## config.mk

```make
export PLATFORM = sky130hd
export DESIGN_NAME = device_status_reader_flat
export DESIGN_NICKNAME = d
export VERILOG_FILES = /design/src/rtl/ld_pkg.sv /design/src/rtl/device_status_reader_if.sv /design/src/rtl/status_tx_shifter.sv /design/src/rtl/device_status_reader.sv /design/src/flat_wrapper.sv
export SDC_FILE = /design/constraint.sdc
export NUM_CORES = 1
export LEC_CHECK = 0
export ABC_AREA = 0
export ABC_CLOCK_PERIOD_IN_PS = 1950
export BUFFER_PORTS_ARGS = -buffer_cell sky130_fd_sc_hd__buf_2
export CORE_MARGIN = 2
export CORE_UTILIZATION = 45
export DETAILED_ROUTE_END_ITERATION = 7
export GPL_TIMING_DRIVEN = 0
export PLACE_DENSITY = 0.81
export SYNTH_ARGS = -nofsm -noshare
export SYNTH_HDL_FRONTEND = slang
export SYNTH_SLANG_ARGS = --single-unit
```

## constraint.sdc

```tcl
create_clock -name clk -period 1.95 [get_ports clk]
set_input_delay 0.39 -clock clk [delete_from_list [all_inputs] [get_ports clk]]
set_output_delay 0.39 -clock clk [all_outputs]
set_load 0.005 [all_outputs]
```

## src/rtl/ld_pkg.sv

```systemverilog
// Shared definitions for the appliance status read-back path: device/field
// selector codes, serial FSM state encoding and the default status width.
package ld_pkg;

  localparam int W_DEF = 5;

  typedef enum logic [1:0] {
    DEV_FRIDGE = 2'b00,
    DEV_AC     = 2'b01,
    DEV_WM     = 2'b10,
    DEV_RSVD   = 2'b11
  } dev_e;

  // Fridge fields selected by {s3,s4}
  localparam logic [1:0] FLD_FGT = 2'b00;
  localparam logic [1:0] FLD_FRT = 2'b01;
  localparam logic [1:0] FLD_FGC = 2'b10;
  localparam logic [1:0] FLD_FRC = 2'b11;

  // Aircon fields selected by {s3,s4}
  localparam logic [1:0] FLD_TEMP  = 2'b00;
  localparam logic [1:0] FLD_CAP   = 2'b01;
  localparam logic [1:0] FLD_FAN   = 2'b10;
  localparam logic [1:0] FLD_TIMER = 2'b11;

  localparam logic [2:0] ST_IDLE   = 3'd0;
  localparam logic [2:0] ST_START  = 3'd1;
  localparam logic [2:0] ST_DATA   = 3'd2;
  localparam logic [2:0] ST_PARITY = 3'd3;
  localparam logic [2:0] ST_STOP   = 3'd4;

endpackage

```

## src/rtl/device_status_reader_if.sv

```systemverilog
// Request/selector/serial-line bundle between the read-back requester
// (master) and device_status_reader (slave).
interface device_status_reader_if;
  logic req;
  logic s0, s1, s2, s3, s4, s5;
  logic ready;
  logic tx;
  logic done;
  logic err;

  modport master (
    output req, s0, s1, s2, s3, s4, s5,
    input  ready, tx, done, err
  );

  modport slave (
    input  req, s0, s1, s2, s3, s4, s5,
    output ready, tx, done, err
  );
endinterface

```

## src/rtl/status_tx_shifter.sv

```systemverilog
// UART-style frame generator: start bit, W data bits LSB first, optional even
// parity bit (STATUS_PARITY_EN), stop bit. Each bit lasts CLKS_PER_BIT clocks.
module status_tx_shifter
  import ld_pkg::*;
#(
  parameter int CLKS_PER_BIT = 16,
  parameter int W            = W_DEF
) (
  input  logic         clk,
  input  logic         rst_n,
  input  logic         load,
  input  logic [W-1:0] data,
  output logic         busy,
  output logic         done,
  output logic         tx
);

  localparam int            BIT_W     = (W > 1) ? $clog2(W) : 1;
  localparam logic [BIT_W-1:0] BIT_LAST = BIT_W'(W - 1);
  localparam logic [7:0]    BAUD_LAST = 8'(CLKS_PER_BIT - 1);

  logic [2:0]       state;
  logic [7:0]       baud;
  logic [BIT_W-1:0] bit_idx;
  logic [W-1:0]     shreg;
  logic             baud_last;

`ifdef STATUS_PARITY_EN
  logic par_q;
`endif

  assign baud_last = (baud == BAUD_LAST);

  // NOTE: non-blocking (<=) for every flop so all state updates see pre-edge values.
  always_ff @(posedge clk or negedge rst_n) begin
    if (!rst_n) begin
      state   <= ST_IDLE;
      baud    <= '0;
      bit_idx <= '0;
      shreg   <= '0;
`ifdef STATUS_PARITY_EN
      par_q   <= 1'b0;
`endif
    end else begin
      // Baud counter runs in every non-idle state and always wraps back to 0,
      // so it is already cleared when the next frame loads.
      if (state != ST_IDLE) baud <= baud_last ? 8'd0 : baud + 8'd1;

      case (state)
        ST_IDLE: begin
          if (load) begin
            state   <= ST_START;
            bit_idx <= '0;
            shreg   <= data;
`ifdef STATUS_PARITY_EN
            par_q   <= ^data;
`endif
          end
        end
        ST_START: if (baud_last) state <= ST_DATA;
        ST_DATA: begin
          if (baud_last) begin
            shreg <= shreg >> 1;
            if (bit_idx == BIT_LAST) begin
              bit_idx <= '0;
`ifdef STATUS_PARITY_EN
              state   <= ST_PARITY;
`else
              state   <= ST_STOP;
`endif
            end else begin
              bit_idx <= bit_idx + 1'b1;
            end
          end
        end
`ifdef STATUS_PARITY_EN
        ST_PARITY: if (baud_last) state <= ST_STOP;
`endif
        ST_STOP: if (baud_last) state <= ST_IDLE;
        default: state <= ST_IDLE;
      endcase
    end
  end

  assign busy = (state != ST_IDLE);
  assign done = (state == ST_STOP) && baud_last;

  // Line level is decoded from registered state, so async reset idles it at once.
  // NOTE: default assignment first so no branch leaves tx unassigned (no latch).
  always_comb begin
    tx = 1'b1;
    case (state)
      ST_START:  tx = 1'b0;
      ST_DATA:   tx = shreg[0];
`ifdef STATUS_PARITY_EN
      ST_PARITY: tx = par_q;
`endif
      default:   tx = 1'b1;
    endcase
  end

endmodule

```

## src/rtl/device_status_reader.sv

```systemverilog
// Selects one appliance status value via s0..s5, snapshots it on accept and
// sends it serially. Optional even parity bit: define STATUS_PARITY_EN.
module device_status_reader
  import ld_pkg::*;
#(
  parameter int CLKS_PER_BIT = 16,
  parameter int W            = W_DEF
) (
  input  logic                         clk,
  input  logic                         rst_n,
  device_status_reader_if.slave        bus,
  input  logic [W-1:0]                 fgt1, frt1, fgc1, frc1,
  input  logic [W-1:0]                 fgt2, frt2, fgc2, frc2,
  input  logic                         ice1, ice2,
  input  logic [W-1:0]                 actemp1, accap1, acfan1, actimer1,
  input  logic [W-1:0]                 actemp2, accap2, acfan2, actimer2,
  input  logic [W-1:0]                 testing
);

  dev_e         dev;
  logic [1:0]   fld;
  logic [W-1:0] sel_val;
  logic         busy;
  logic         accept;
  logic         err_q;

  assign dev    = dev_e'({bus.s0, bus.s1});
  assign fld    = {bus.s3, bus.s4};
  assign accept = bus.req & ~busy;

  always_comb begin
    sel_val = '0;
    case (dev)
      DEV_FRIDGE: begin
        if (bus.s5) begin
          sel_val = W'(bus.s2 ? ice2 : ice1);
        end else begin
          case (fld)
            FLD_FGT: sel_val = bus.s2 ? fgt2 : fgt1;
            FLD_FRT: sel_val = bus.s2 ? frt2 : frt1;
            FLD_FGC: sel_val = bus.s2 ? fgc2 : fgc1;
            FLD_FRC: sel_val = bus.s2 ? frc2 : frc1;
          endcase
        end
      end
      DEV_AC: begin
        case (fld)
          FLD_TEMP:  sel_val = bus.s2 ? actemp2  : actemp1;
          FLD_CAP:   sel_val = bus.s2 ? accap2   : accap1;
          FLD_FAN:   sel_val = bus.s2 ? acfan2   : acfan1;
          FLD_TIMER: sel_val = bus.s2 ? actimer2 : actimer1;
        endcase
      end
      DEV_WM:  sel_val = testing;
      default: sel_val = '0;
    endcase
  end

  // err reflects only the most recent accepted request.
  always_ff @(posedge clk or negedge rst_n) begin
    if (!rst_n)      err_q <= 1'b0;
    else if (accept) err_q <= (dev == DEV_RSVD);
  end

  status_tx_shifter #(
    .CLKS_PER_BIT(CLKS_PER_BIT),
    .W           (W)
  ) u_shifter (
    .clk  (clk),
    .rst_n(rst_n),
    .load (accept),
    .data (sel_val),
    .busy (busy),
    .done (bus.done),
    .tx   (bus.tx)
  );

  assign bus.ready = ~busy;
  assign bus.err   = err_q;

endmodule

```

## src/flat_wrapper.sv

```systemverilog
// flat-port wrapper written by rule: the top's interface ports become plain ports
module device_status_reader_flat import ld_pkg::*;
#(
  parameter int CLKS_PER_BIT = 16,
  parameter int W            = W_DEF
)
  (clk, rst_n, fgt1, frt1, fgc1, frc1, fgt2, frt2, fgc2, frc2, ice1, ice2, actemp1, accap1, acfan1, actimer1, actemp2, accap2, acfan2, actimer2, testing, bus_req, bus_s0, bus_s1, bus_s2, bus_s3, bus_s4, bus_s5, bus_ready, bus_tx, bus_done, bus_err);
  device_status_reader_if bus_i ();
  input  logic clk;
  input  logic rst_n;
  input  logic [W-1:0] fgt1;
  input  logic [W-1:0] frt1;
  input  logic [W-1:0] fgc1;
  input  logic [W-1:0] frc1;
  input  logic [W-1:0] fgt2;
  input  logic [W-1:0] frt2;
  input  logic [W-1:0] fgc2;
  input  logic [W-1:0] frc2;
  input  logic ice1;
  input  logic ice2;
  input  logic [W-1:0] actemp1;
  input  logic [W-1:0] accap1;
  input  logic [W-1:0] acfan1;
  input  logic [W-1:0] actimer1;
  input  logic [W-1:0] actemp2;
  input  logic [W-1:0] accap2;
  input  logic [W-1:0] acfan2;
  input  logic [W-1:0] actimer2;
  input  logic [W-1:0] testing;
  input wire logic [$bits(bus_i.req)-1:0] bus_req;
  input wire logic [$bits(bus_i.s0)-1:0] bus_s0;
  input wire logic [$bits(bus_i.s1)-1:0] bus_s1;
  input wire logic [$bits(bus_i.s2)-1:0] bus_s2;
  input wire logic [$bits(bus_i.s3)-1:0] bus_s3;
  input wire logic [$bits(bus_i.s4)-1:0] bus_s4;
  input wire logic [$bits(bus_i.s5)-1:0] bus_s5;
  output wire logic [$bits(bus_i.ready)-1:0] bus_ready;
  output wire logic [$bits(bus_i.tx)-1:0] bus_tx;
  output wire logic [$bits(bus_i.done)-1:0] bus_done;
  output wire logic [$bits(bus_i.err)-1:0] bus_err;
  assign bus_i.req = bus_req;
  assign bus_i.s0 = bus_s0;
  assign bus_i.s1 = bus_s1;
  assign bus_i.s2 = bus_s2;
  assign bus_i.s3 = bus_s3;
  assign bus_i.s4 = bus_s4;
  assign bus_i.s5 = bus_s5;
  assign bus_ready = bus_i.ready;
  assign bus_tx = bus_i.tx;
  assign bus_done = bus_i.done;
  assign bus_err = bus_i.err;
  device_status_reader #(.CLKS_PER_BIT(CLKS_PER_BIT), .W(W)) u_core (.clk(clk), .rst_n(rst_n), .bus(bus_i), .fgt1(fgt1), .frt1(frt1), .fgc1(fgc1), .frc1(frc1), .fgt2(fgt2), .frt2(frt2), .fgc2(fgc2), .frc2(frc2), .ice1(ice1), .ice2(ice2), .actemp1(actemp1), .accap1(accap1), .acfan1(acfan1), .actimer1(actimer1), .actemp2(actemp2), .accap2(accap2), .acfan2(acfan2), .actimer2(actimer2), .testing(testing));
endmodule
```

* Word level (Yosys, flattened, before mapping)
Index checks and enable logic that the tools add are counted.
** Storage, ports and cells
- Register bits :: 20
- Input bits :: 96
- Output and inout bits :: 4
- Word-level logic and storage cells :: 61
** Operators by class
- Add/sub/neg operators :: 2
- Eq/ne operators :: 16
- Mux-type cells :: 28
- Bitwise operators :: 2
- Reductions and logical operators :: 8
** Operator list (number)
- 5-bit 2-to-1 mux :: 11
- 5-bit one-hot mux with 4 select lines :: 2
- 3-bit 2-to-1 mux :: 8
- 5-bit one-hot mux with 3 select lines :: 1
- 3-bit one-hot mux with 4 select lines :: 1
- 5-bit one-hot mux with 2 select lines :: 1
- 8-bit by 1-bit adder with 8-bit output, second input constant :: 1
- 2-bit == test, second input constant :: 4
- 8-bit by 4-bit == test with 1-bit output, second input constant :: 1
- 8-bit 2-to-1 mux :: 1
- 2-bit != test, second input constant :: 4
- 3-bit == test, second input constant :: 2
- 3-bit one-hot mux with 2 select lines :: 1
- 5-bit AND reduction :: 1
- 2-bit by 1-bit == test with 1-bit output, second input constant :: 2
- 2-bit zero test :: 2
- 3-bit by 1-bit adder with 3-bit output, second input constant :: 1
- 3-bit by 1-bit == test with 1-bit output, second input constant :: 1
- 3-bit by 2-bit == test with 1-bit output, second input constant :: 1
- 3-bit zero test :: 1
- 3-bit AND reduction :: 1
- 3-bit nonzero test :: 1
- 2-bit by 1-bit != test with 1-bit output, second input constant :: 1
- 1-bit one-hot mux with 2 select lines :: 1
- 5 further kinds :: 5

* Longest topological paths before layout
Gate-level depths: netlist of the first run.
- Depth in word-level cells :: 6
- Mapped depth :: 7
- Depth with buffers taken out :: 6

* Cells and area by module
A second synthesis of the first run with hierarchy kept.
** Second synthesis, totals
- Cell total of the unflattened synthesis :: 200
- Area, all modules :: 1860.5 um2
** Modules (own cells, without submodules)
- status_tx_shifter :: times used 1, cells each 96, area each 982.2 um2, sequential area each 475.5 um2
- device_status_reader :: times used 1, cells each 104, area each 878.3 um2, sequential area each 25.0 um2

* Worst setup path before layout of the first run
OpenSTA, ideal clock, no wires.
- Path kind :: input -> register
- Start :: input port bus_s4
- End :: register u_core.u_shifter.shreg[1]
- Setup time :: 0.130 ns
- Arrival time :: 1.572 ns
- Data required time :: 1.820 ns
- Path slack :: 0.249 ns
- Stages :: 7
- Buffers on the path :: 2
- Cells stage by stage :: buf_2 > buf_6 > mux2_2 > a221oi_1 > nor3_1 > nor3b_1 > a21oi_1
** On the way
- Cells in the longest elaborated chain, start to end :: 6
- Elaborated cells on any way between the ends :: 10
- Classes of those cells :: 3 x eq/ne; 6 x mux; 1 x reduce/logical
** RTL lines
- start, declared :: RTL line flat_wrapper.sv:35 : input wire logic [$bits(bus_i.s4)-1:0] bus_s4;
- 2-bit == test, or another cell as far along :: RTL line device_status_reader.sv:38, device_status_reader.sv:47
- 5-bit one-hot mux with 4 select lines :: RTL line device_status_reader.sv:38 : case (fld)
- 5-bit 2-to-1 mux :: RTL line device_status_reader.sv:35 : if (bus.s5) begin
- 5-bit one-hot mux with 3 select lines * :: RTL line device_status_reader.sv:33 : case (dev)
- 5-bit 2-to-1 mux * :: RTL line status_tx_shifter.sv:51 : if (load) begin
- 5-bit one-hot mux with 2 select lines * :: RTL line status_tx_shifter.sv:49 : case (state)
- end signal, assigned :: RTL line status_tx_shifter.sv:54 : shreg <= data;
- end signal, assigned :: RTL line status_tx_shifter.sv:63 : shreg <= shreg >> 1;
- end, declared :: RTL line status_tx_shifter.sv:25 : logic [W-1:0] shreg;
Every way passes the cells marked *; elsewhere a longest branch is shown, timed or not. The select of a mux whose other input is x is not followed.
A chain may end at the register's enable or synchronous reset.

* Final worst setup path of the first run
- Start :: register u_core.u_shifter.baud[0]
- End :: output port bus_done
** On the way
- Cells in the longest elaborated chain, start to end :: 2
** RTL lines
- start, declared :: RTL line status_tx_shifter.sv:23 : logic [7:0] baud;
- start signal, assigned :: RTL line status_tx_shifter.sv:47 : if (state != ST_IDLE) baud <= baud_last ? 8'd0 : baud + 8'd1;
- 8-bit by 4-bit == test with 1-bit output :: RTL line status_tx_shifter.sv:32 : assign baud_last = (baud == BAUD_LAST);
- 1-bit logical AND :: RTL line status_tx_shifter.sv:86 : assign done = (state == ST_STOP) && baud_last;
- end, declared :: RTL line flat_wrapper.sv:39 : output wire logic [$bits(bus_i.done)-1:0] bus_done;
Every way passes these cells.

==> results of run 1 <==
## flip-flops by register name, indices dropped and copies added, names as in the netlist
| signal | count |
|---|---|
| u_core.u_shifter.baud | 8 |
| u_core.bus.err | 1 |
| u_core.u_shifter.bit_idx | 3 |
| u_core.u_shifter.state | 3 |
| u_core.u_shifter.shreg | 5 |
## critical path, stage by stage (launching register included)
cell     delay [ns]
dfrtp_1        0.39
ha_1           0.17
and3_1         0.22
nand2_2        0.11
nor4b_2        0.21
buf_2          0.15
## where the power goes
part / internal [W] / total, W / switching, W
combinational: 0.000370 / 0.000740 / 0.000370
clock: 0.000274 / 0.000416 / 0.000142
sequential: 0.000537 / 0.000633 / 0.0000958
## layout by cell type, fill, tap and decap left out, types with 3 or more instances in the layout
| cell type | instances |
|---|---|
| buf_2 | 105 |
| mux2_2 | 24 |
| dfrtp_1 | 19 |
| nand2_1 | 15 |
| a21oi_1 | 14 |
| a221oi_1 | 11 |
| mux2i_1 | 11 |
| nor2_1 | 9 |
| nor3_1 | 6 |
| nor2b_1 | 5 |
| nand3_1 | 5 |
| inv_1 | 4 |
| buf_4 | 4 |
| o21ai_0 | 4 |
| nor3b_1 | 3 |
| nand3b_1 | 3 |
| xnor2_1 | 3 |
| buf_6 | 3 |
| o22ai_1 | 3 |
| o221ai_1 | 3 |
| ha_1 | 3 |
| clkbuf_8 | 3 |
## layout make-up
class | count | share of cell area
inverters | 4 | 0.00596
plain buffers | 13 | 0.0348
flip-flops and latches | 20 | 0.199
multi-input cells | 163 | 0.506
clock inverters | 1 | 0.0119
clock buffers | 3 | 0.0164
repair buffers | 100 | 0.201
well taps | 50 | 0.0249
## what timing repair did
action / CTS / global route
buffers inserted: 1 / 1
resized for setup: 2 / 1
gates cloned: 0 / 0
setup endpoints to repair: 1 / 2
pin swaps: 1 / 2
## metrics by stage
step                      power (W)  setup TNS (ns)  hold slack [ns]  instance area, sq um
final                       0.00179               0           0.0577                  2520
after global routing        0.00189         -0.0347           0.0941                  2520
after CTS                   0.00178               0           0.0766                  2510
after detailed placement    0.00136          -0.194            0.358                  2420
after global placement      0.00132         -0.0318            0.355                  2420
after floorplan             0.00111               0           0.0944                  1870
## Yosys cell counts (2+ instances only)
library cell and instances:
inv_1 4, dfrtp_1 20, o221ai_1 3, buf_2 7
mux2_2 24, nand3b_1 3, o21ai_0 4, o211ai_1 2
nand2b_1 2, nor2_1 9, nor3_1 6, o41ai_1 2
ha_1 3, o22ai_1 3, o21a_1 2, a22oi_1 2
a221oi_1 11, a211o_1 2, a21oi_1 14, nor3b_1 3
buf_6 3, a32oi_1 2, and3b_1 2, and3_1 2
buf_4 2, nand3_1 5, xnor2_1 3, mux2i_1 11
nand2_1 16, nor2b_1 5, a222oi_1 2
## cells by family (layout without fill, tap and decap cells)
logic type               after synthesis  after routing  share of synthesized area
AND/OR/NAND/NOR                       64             64                      0.206
AO/OA/AOI/OAI                         56             56                      0.216
multiplexers                          36             36                      0.216
flip-flops                            20             20                      0.268
buffers and inverters                 17            121                     0.0549
XOR/XNOR                               4              4                     0.0188
adder cells (fa/ha/maj)                3              3                     0.0201
## metal layers
layer  up-vias  share of wire  global-route usage  wire, microns
met5         -              0                   0              0
met4         0          0.021              0.0850            120
met3        18          0.078              0.0247            439
met2       116           0.49               0.406           2730
met1       989           0.41               0.300           2330
li1        987              -                   -              -
## worst paths after layout
path                                                        from                               endpoint  slack (ns)
setup / recovery            u_core.u_shifter.baud[0]$_DFFE_PN0N_                               bus_done        0.04
max in group asynchronous                                  rst_n   u_core.u_shifter.baud[5]$_DFFE_PN0N_        1.57
hold reg to reg                       u_core.bus.err$_DFFE_PN0P_             u_core.bus.err$_DFFE_PN0P_        0.49
hold / removal                                             rst_n  u_core.u_shifter.state[2]$_DFFE_PN0P_        0.06
setup reg to reg           u_core.u_shifter.state[0]$_DFFE_PN0P_  u_core.u_shifter.shreg[4]$_DFFE_PN0P_        0.08
min in group clk                                         bus_req  u_core.u_shifter.state[0]$_DFFE_PN0P_        0.48
==> flow_metrics.py, run 1 <==
metrics = {
    "synth": {
        "synth_edf_count": 0,
        "synth.area.top_cells": "dfrtp_1, mux2_2, mux2i_1",
        "syn_area_per_cell_sq_um": 9.34,
        "ys_warn_count": 0,
        "synth.top_cell.area_share": 0.268,
        "syn_inst": 200,
        "ys_ff_latch": 20,
        "async_flop_share": 1.00,
        "synth_nets": 299,
        "synth_area_leader_cell": "dfrtp_1",
        "synth_ff_type": "dfrtp_1",
        "syn_area_sq_um": 1870,
        "yosysUniqueCellTypes": 52,
        "synth-seq-area-share": 0.268,
    },
    "clock_tree": {
        "clk-insertion-delay-late_ns": 0.26,
        "holdBufCountCts": 0,
        "cts_root_buffer": "clkbuf_8",
        "cts_buffers": 3,
        "clock_path_buffers": 2,
        "h-tree-depth": 1,
        "cts_num_sinks": 20,
        "clk_pin_slew_worst_paths_ns": 0.08,
        "cts_tree": "built",
    },
    "floorplan": {
        "coreArea_sq_um": 4000,
        "die_w_microns": 68.4,
        "pin_count": 100,
        "die_area_sq_um": 4680,
        "core.rowCount": 23,
        "start_util": 0.467,
        "die_h_microns": 68.4,
    },
    "critical_path": {
        "crit_required_ns": 1.56,
        "cp-end-kind": "primary output",
        "arrival_ns": 1.52,
        "critPathMaxFanout": 4,
        "r2r_cells": 5,
        "criticalPathCategory": "reg2out",
        "cp-start-kind": "flip-flop",
    },
    "global_route": {
        "grt_max_degree": 21,
        "groute.usage.overall": 0.235,
        "grt_first_pass_wirelength_mm": 8.30,
        "grt_overflow": 0,
        "grt_pass1_vias": 1839,
        "antenna_found_initial": 0,
    },
    "placed_design": {
        "dp_cells": 348,
        "portBuffers": 98,
        "globalplace.congestion": 0.849,
        "dp_slack_ns": -0.106,
        "place_hpwl_mm": 4.47,
    },
    "finish": {
        "final_cells": 354,
        "regArea_sq_um": 502,
        "fin_nets": 404,
        "layout-drive-gt1-share": 0.490,
        "utilization": 0.629,
        "syn2layout_area_growth_pct": 34.8,
        "antenna_cells": 0,
        "fillers": 348,
        "multi_input_area_sq_um": 1270,
    },
    "sta": {
        "rsz0062_at_grt": "true",
        "period_needed_ns": 1.91,
        "clock_skew_ns": 0.00642,
        "relSlewSlack": 0.708,
        "finalCritPeriodShare": 0.977,
        "tightestPinTransition_ns": 0.438,
        "timing.fmax_ghz": 0.525,
        "setup_violations": 0,
        "setup_ws_ns": 0.0443,
        "maxSlewViolCount": 0,
        "hold_violations": 0,
    },
    "power_and_ir_drop": {
        "p_leak_nw": 1.21,
        "vdd_drop_max_v": 0.000360,
        "p_per_area_nw_per_um2": 711,
    },
    "routing": {
        "first_pass_iters": 5,
        "drc": 0,
        "vias_per_cell": 5.96,
        "antenna_left": 0,
        "post_drt_wl_per_cell_microns": 15.9,
        "wl_mm": 5.61,
        "vias": 2110,
        "drt_iter0_drc": 178,
    },
    "worst_hold_path": {
        "hold_class": "in2async",
    },
    "run": {
        "drv_cap": 0,
    },
    "run_status": {
        "outcome": "finished, final reports clean",
    },
}
Note: power is estimated with default switching activity, not from simulation.
==> inputs of run 2 (changes only) <==
--- a/config.mk
+++ b/config.mk
@@ -6,13 +6,13 @@
 export NUM_CORES = 1
 export LEC_CHECK = 0
 export ABC_AREA = 0
-export ABC_CLOCK_PERIOD_IN_PS = 1950
+export ABC_CLOCK_PERIOD_IN_PS = 2400
 export BUFFER_PORTS_ARGS = -buffer_cell sky130_fd_sc_hd__buf_2
 export CORE_MARGIN = 2
-export CORE_UTILIZATION = 45
+export CORE_UTILIZATION = 49
 export DETAILED_ROUTE_END_ITERATION = 7
 export GPL_TIMING_DRIVEN = 0
-export PLACE_DENSITY = 0.81
+export PLACE_DENSITY = 0.87
 export SYNTH_ARGS = -nofsm -noshare
 export SYNTH_HDL_FRONTEND = slang
 export SYNTH_SLANG_ARGS = --single-unit
==> constraint.sdc (replaced) <==
create_clock -name clk -period 2.4 [get_ports clk]
set_input_delay 0.48 -clock clk [delete_from_list [all_inputs] [get_ports clk]]
set_output_delay 0.48 -clock clk [all_outputs]
set_load 0.005 [all_outputs]
==> run 2 against run 1 <==
Compared with the run above: first-iteration DRC count down 31%; cell count shrank 1.1%; via count decreased by 5.2%; non-clock buffer count down 2; global-route usage is 2.1 points higher; die area fell by 7.7%; count of clock-buffer cells in the layout unchanged; critical endpoint unchanged; largest power group unchanged.
==> flow_metrics.py, run 2 (synthesis gave the netlist of run 1 again) <==
metrics = {
    "sta": {
        "relSlewSlack": 0.683,
        "timing.fmax_ghz": 0.471,
        "setup_violations": 0,
        "hold_violations": 0,
        "rsz0062_at_grt": "false",
        "finalCritPeriodShare": 0.885,
        "tightestPinTransition_ns": 0.473,
        "clock_skew_ns": 0.00338,
        "maxSlewViolCount": 0,
        "period_needed_ns": 2.12,
        "tns_ns": 0,
    },
    "critical_path": {
        "criticalPathCategory": "reg2out",
        "rr_startpoint": "u_core.u_shifter.state[0]$_DFFE_PN0P_",
        "critPathSlowestCell": "dfrtp_1",
        "r2r_setup_slack_ns": 0.54,
        "arrival_ns": 1.64,
        "critPathTopFamily": "simple AND/OR/NAND/NOR gates",
        "r2r_cells": 5,
        "cp-start-kind": "flip-flop",
        "critPathMaxFanout": 4,
        "cp-end-kind": "primary output",
        "cp_cell_sequence": "nor4_4, nand2_1, nor4b_1, buf_2",
        "cpPeakStageDelay_ns": 0.44,
        "crit_required_ns": 1.92,
        "crit_buf_inv": 1,
        "r2r-end": "u_core.u_shifter.shreg[4]$_DFFE_PN0P_",
    },
    "placed_design": {
        "portBuffers": 98,
        "dp_cells": 346,
        "place_hpwl_mm": 4.48,
        "globalplace.congestion": 0.821,
        "dpl-instance-area_sq_um": 2420,
    },
    "worst_hold_path": {
        "hold_class": "in2async",
    },
    "floorplan": {
        "die_w_microns": 65.7,
        "core.rowCount": 22,
        "die_h_microns": 65.7,
        "die_area_sq_um": 4320,
        "coreArea_sq_um": 3660,
        "pin_count": 100,
        "start_util": 0.510,
    },
    "routing": {
        "routed-wl-met2_mm": 2.83,
        "drc": 0,
        "post_drt_wl_per_cell_microns": 15.7,
        "wirelength_met1_mm": 2.36,
        "route.met3.wl_microns": 279,
        "top_layer": "met4",
        "drt_iter0_drc": 123,
        "first_pass_iters": 4,
        "antenna_left": 0,
        "vias": 2000,
        "vias_per_cell": 5.71,
        "wl_mm": 5.50,
    },
    "clock_tree": {
        "clock_path_buffers": 2,
        "cts_root_buffer": "clkbuf_8",
        "cts_resized": 0,
        "cts_num_sinks": 20,
        "holdBufCountCts": 0,
        "clk-insertion-delay-late_ns": 0.26,
        "cts_buffers": 3,
        "cts_setup_buffers": 0,
        "h-tree-depth": 1,
        "clk_pin_slew_worst_paths_ns": 0.07,
        "cts_tree": "built",
    },
    "finish": {
        "layout-drive-gt1-share": 0.477,
        "syn2layout_area_growth_pct": 33.3,
        "layout_commonest_cell": "buf_2",
        "final_cell_mix": "buf_2, mux2_2, dfrtp_1, nand2_1, a21oi_1",
        "top_regs": "u_core.u_shifter.baud x8, u_core.u_shifter.shreg x5",
        "final_cells": 350,
        "utilization": 0.680,
        "finalInstanceArea_sq_um": 2490,
        "largest_reg_flops": 8,
        "regMostFlops": "u_core.u_shifter.baud",
        "antenna_cells": 0,
        "fin_nets": 402,
    },
    "power_and_ir_drop": {
        "p_per_area_nw_per_um2": 576,
        "clkPwrFrac": 0.236,
        "p_leak_nw": 1.20,
        "internal-power_w": 0.000958,
        "vdd_drop_max_v": 0.000506,
        "swShare": 0.332,
        "p_sw_w": 0.000476,
        "combPwrFrac": 0.408,
        "seq_power_share": 0.356,
    },
    "global_route": {
        "grt_max_degree": 21,
        "antenna_found_initial": 0,
        "grt_pass1_vias": 1932,
        "grt_overflow": 0,
        "grt_first_pass_wirelength_mm": 8.63,
        "groute.usage.overall": 0.256,
    },
    "run": {
        "drv_cap": 0,
    },
    "run_status": {
        "outcome": "finished, final reports clean",
    },
}
## run 2: cell types whose count changed in the layout (fill, tap and decap cells not counted)
cell | before | now
dfrtp_1 | 19 | 20
nand2_1 | 15 | 16
dfrtp_2 | 1 | 0
buf_4 | 4 | 2
nand2_2 | 1 | 0
nor4b_2 | 1 | 0
nor4b_1 | 0 | 1
## run 2: power by group through the flow
stage	clock, W	sequential (W)	combinational [W]
2_1_floorplan	0	0.000496	0.000402
3_3_place_gp	0	0.000508	0.000564
3_5_place_dp	0	0.000513	0.000587
4_1_cts	0.000344	0.000507	0.000589
5_1_grt	0.000355	0.000522	0.000661
6_report	0.000338	0.000511	0.000586
## run 2: worst max-delay path by stage
stage,cells after the start,endpoint,slack [ns],startpoint
2_1_floorplan,7,u_core.u_shifter.shreg[1]$_DFFE_PN0P_,0.61,bus_s4
6_report,4,bus_done,0.28,u_core.u_shifter.baud[5]$_DFFE_PN0N_
3_3_place_gp,7,u_core.u_shifter.shreg[3]$_DFFE_PN0P_,0.38,bus_s2
5_1_grt,4,bus_done,0.15,u_core.u_shifter.baud[5]$_DFFE_PN0N_
4_1_cts,4,bus_done,0.26,u_core.u_shifter.baud[5]$_DFFE_PN0N_
3_5_place_dp,7,u_core.u_shifter.shreg[3]$_DFFE_PN0P_,0.29,bus_s2
## run 2: layer usage
| layer | track usage | vias up |
|---|---|---|
| li1 | - | 984 |
| met1 | 0.326 | 947 |
| met2 | 0.468 | 64 |
| met3 | 0.0342 | 5 |
| met4 | 0.0365 | 0 |
| met5 | 0 | - |
## run 2: area by class of cell
type                            instances  area [sq um]
Clock buffer                            3          41.3
Inverter                                4          15.0
Sequential cell                        20           500
Fill cell                             290          1170
Clock inverter                          1          30.0
Timing Repair Buffer                   98           490
Multi-Input combinational cell        163          1260
Tap cell                               48          60.1
Buffer                                 13          87.6
## run 2: metrics by stage
stage                     hold slack, ns  total power [W]  setup WS [ns]
after global placement             0.441          0.00107          0.380
after detailed placement           0.448          0.00110          0.288
after CTS                          0.158          0.00144          0.259
final                              0.147          0.00143          0.276
after global routing               0.179          0.00154          0.147
after floorplan                    0.184         0.000899          0.609
==> inputs of run 3 (changes only) <==
--- a/config.mk
+++ b/config.mk
@@ -12,7 +12,7 @@
 export CORE_UTILIZATION = 49
 export DETAILED_ROUTE_END_ITERATION = 7
 export GPL_TIMING_DRIVEN = 0
-export PLACE_DENSITY = 0.87
+export PLACE_DENSITY = 0.86
 export SYNTH_ARGS = -nofsm -noshare
 export SYNTH_HDL_FRONTEND = slang
 export SYNTH_SLANG_ARGS = --single-unit
==> constraint.sdc (replaced) <==
create_clock -name clk -period 2.4 [get_ports clk]
set_input_delay 0.48 -clock clk [delete_from_list [all_inputs] [get_ports clk]]
set_output_delay 0.48 -clock clk [all_outputs]
set_load 0.01 [all_outputs]
==> run 3 against run 2 <==
Compared with the run above: via count grew 2.6%; sequential share of layout area rose by 0.13 points; wire length is 2.7% higher; register-to-register slack got worse by 0.04 ns; die area stayed put; flip-flop and latch count stayed put; utilization is 0.44 points lower; non-clock buffer count is the same; first-iteration DRC count rose by 22%; clock power is 24% lower; cell area decreased by 0.65%; sequential power about the same; critical path type unchanged; largest cell class unchanged; largest power group unchanged.
==> flow_metrics.py, run 3 (synthesis gave the netlist of run 1 again) <==
metrics = {
    "routing": {
        "first_pass_iters": 4,
        "vias_per_cell": 5.86,
        "vias": 2051,
        "antenna_left": 0,
        "wl_mm": 5.65,
        "drc": 0,
        "post_drt_wl_per_cell_microns": 16.1,
        "drt_iter0_drc": 150,
    },
    "clock_tree": {
        "cts_resized": 0,
        "holdBufCountCts": 0,
        "clk-insertion-delay-late_ns": 0.26,
        "h-tree-depth": 1,
        "cts_num_sinks": 20,
        "cts_tree": "built",
        "cts_root_buffer": "clkbuf_8",
        "cts_buffers": 3,
        "clock_path_buffers": 2,
        "clk_pin_slew_worst_paths_ns": 0.08,
        "cts_setup_buffers": 0,
    },
    "floorplan": {
        "core.rowCount": 22,
        "die_w_microns": 65.7,
        "die_h_microns": 65.7,
        "pin_count": 100,
        "die_area_sq_um": 4320,
        "coreArea_sq_um": 3660,
        "start_util": 0.510,
    },
    "finish": {
        "regArea_sq_um": 500,
        "syn2layout_area_growth_pct": 32.4,
        "layout_commonest_cell": "buf_2",
        "multi_input_area_sq_um": 1260,
        "top_regs": "u_core.u_shifter.baud x8, u_core.u_shifter.shreg x5",
        "regMostFlops": "u_core.u_shifter.baud",
        "largest_reg_flops": 8,
        "final_cell_mix": "buf_2, mux2_2, dfrtp_1, nand2_1, a21oi_1",
        "fillers": 285,
        "fin_nets": 402,
        "antenna_cells": 0,
        "layout-drive-gt1-share": 0.477,
    },
    "global_route": {
        "grt_max_degree": 21,
        "grt_first_pass_wirelength_mm": 9.17,
        "grt_pass1_vias": 2097,
        "antenna_found_initial": 0,
        "groute.usage.overall": 0.272,
        "grt_overflow": 0,
    },
    "critical_path": {
        "crit_required_ns": 1.92,
        "criticalPathCategory": "reg2out",
        "arrival_ns": 1.71,
        "cp-end-kind": "primary output",
        "cp-start-kind": "flip-flop",
        "critPathMaxFanout": 4,
        "r2r_cells": 5,
    },
    "sta": {
        "rsz0062_at_grt": "false",
        "timing.fmax_ghz": 0.458,
        "setup_violations": 0,
        "hold_violations": 0,
        "finalCritPeriodShare": 0.911,
        "tns_ns": 0,
        "tightestPinTransition_ns": 0.461,
        "maxSlewViolCount": 0,
        "period_needed_ns": 2.19,
        "clock_skew_ns": 0.00921,
        "hold_slack_ns": 0.147,
        "relSlewSlack": 0.692,
    },
    "power_and_ir_drop": {
        "p_per_area_nw_per_um2": 553,
        "internal-power_w": 0.000882,
        "vdd_drop_max_v": 0.000690,
        "p_leak_nw": 1.19,
        "combPwrFrac": 0.437,
        "seq_power_share": 0.376,
        "swShare": 0.355,
        "p_sw_w": 0.000485,
        "clkPwrFrac": 0.187,
    },
    "worst_hold_path": {
        "hold_class": "in2async",
    },
    "run_status": {
        "outcome": "finished, final reports clean",
    },
    "placed_design": {
        "globalplace.congestion": 0.851,
        "place_hpwl_mm": 4.52,
        "portBuffers": 98,
    },
    "run": {
        "drv_cap": 0,
    },
}
## run 3: worst max-delay path, stage by stage, from the launching register on
cell and delay [ns]:
dfrtp_1 0.44, nor4_4 0.38, nand2_1 0.18, nor4b_1 0.26
buf_2 0.18
## run 3: layer usage
layer  vias to the layer above  routed length, microns  global-route usage  part of all wire
met5                         -                       0                   0                 0
met4                         0                     111              0.0755             0.020
met3                        14                     387              0.0462             0.069
met2                        75                    2910               0.506              0.52
met1                       976                    2240               0.318              0.40
li1                        986                       -                   -                 -
## run 3: final timing paths
| check | from | endpoint | slack [ns] |
|---|---|---|---|
| setup / recovery | u_core.u_shifter.baud[5]$_DFFE_PN0N_ | bus_done | 0.21 |
| hold / removal | rst_n | u_core.u_shifter.state[1]$_DFFE_PN0P_ | 0.15 |
| setup reg to reg | u_core.u_shifter.state[0]$_DFFE_PN0P_ | u_core.u_shifter.shreg[4]$_DFFE_PN0P_ | 0.50 |
| hold reg to reg | u_core.u_shifter.baud[3]$_DFFE_PN0N_ | u_core.u_shifter.baud[3]$_DFFE_PN0N_ | 0.49 |
| max in group asynchronous | rst_n | u_core.u_shifter.baud[2]$_DFFE_PN0N_ | 1.94 |
| min in group clk | u_core.u_shifter.baud[3]$_DFFE_PN0N_ | u_core.u_shifter.baud[3]$_DFFE_PN0N_ | 0.49 |
## run 3: cell type report
cell class | count | share of cell area
well taps | 48 | 0.0243
repair buffers | 98 | 0.198
flip-flops and latches | 20 | 0.202
multi-input cells | 163 | 0.511
inverters | 4 | 0.00607
plain buffers | 13 | 0.0354
clock buffers | 4 | 0.0223
## run 3: power groups by stage
| stage | Sequential, W | Clock [W] | Combinational (W) |
|---|---|---|---|
| 2_1_floorplan | 0.000499 | 0 | 0.000408 |
| 3_5_place_dp | 0.000516 | 0 | 0.000596 |
| 6_report | 0.000514 | 0.000256 | 0.000597 |
| 3_3_place_gp | 0.000510 | 0 | 0.000572 |
| 4_1_cts | 0.000510 | 0.000265 | 0.000599 |
| 5_1_grt | 0.000529 | 0.000277 | 0.000664 |
## run 3: per-stage QoR
step	setup slack [ns]	instances	power, W	instance area, sq um	util
after floorplan	0.579	200	0.000907	1870	-
after global placement	0.350	346	0.00108	2420	0.661
after detailed placement	0.267	346	0.00111	2420	0.661
after CTS	0.198	350	0.00137	2470	0.676
after global routing	0.107	350	0.00147	2470	0.676
final	0.215	350	0.00137	2470	0.676
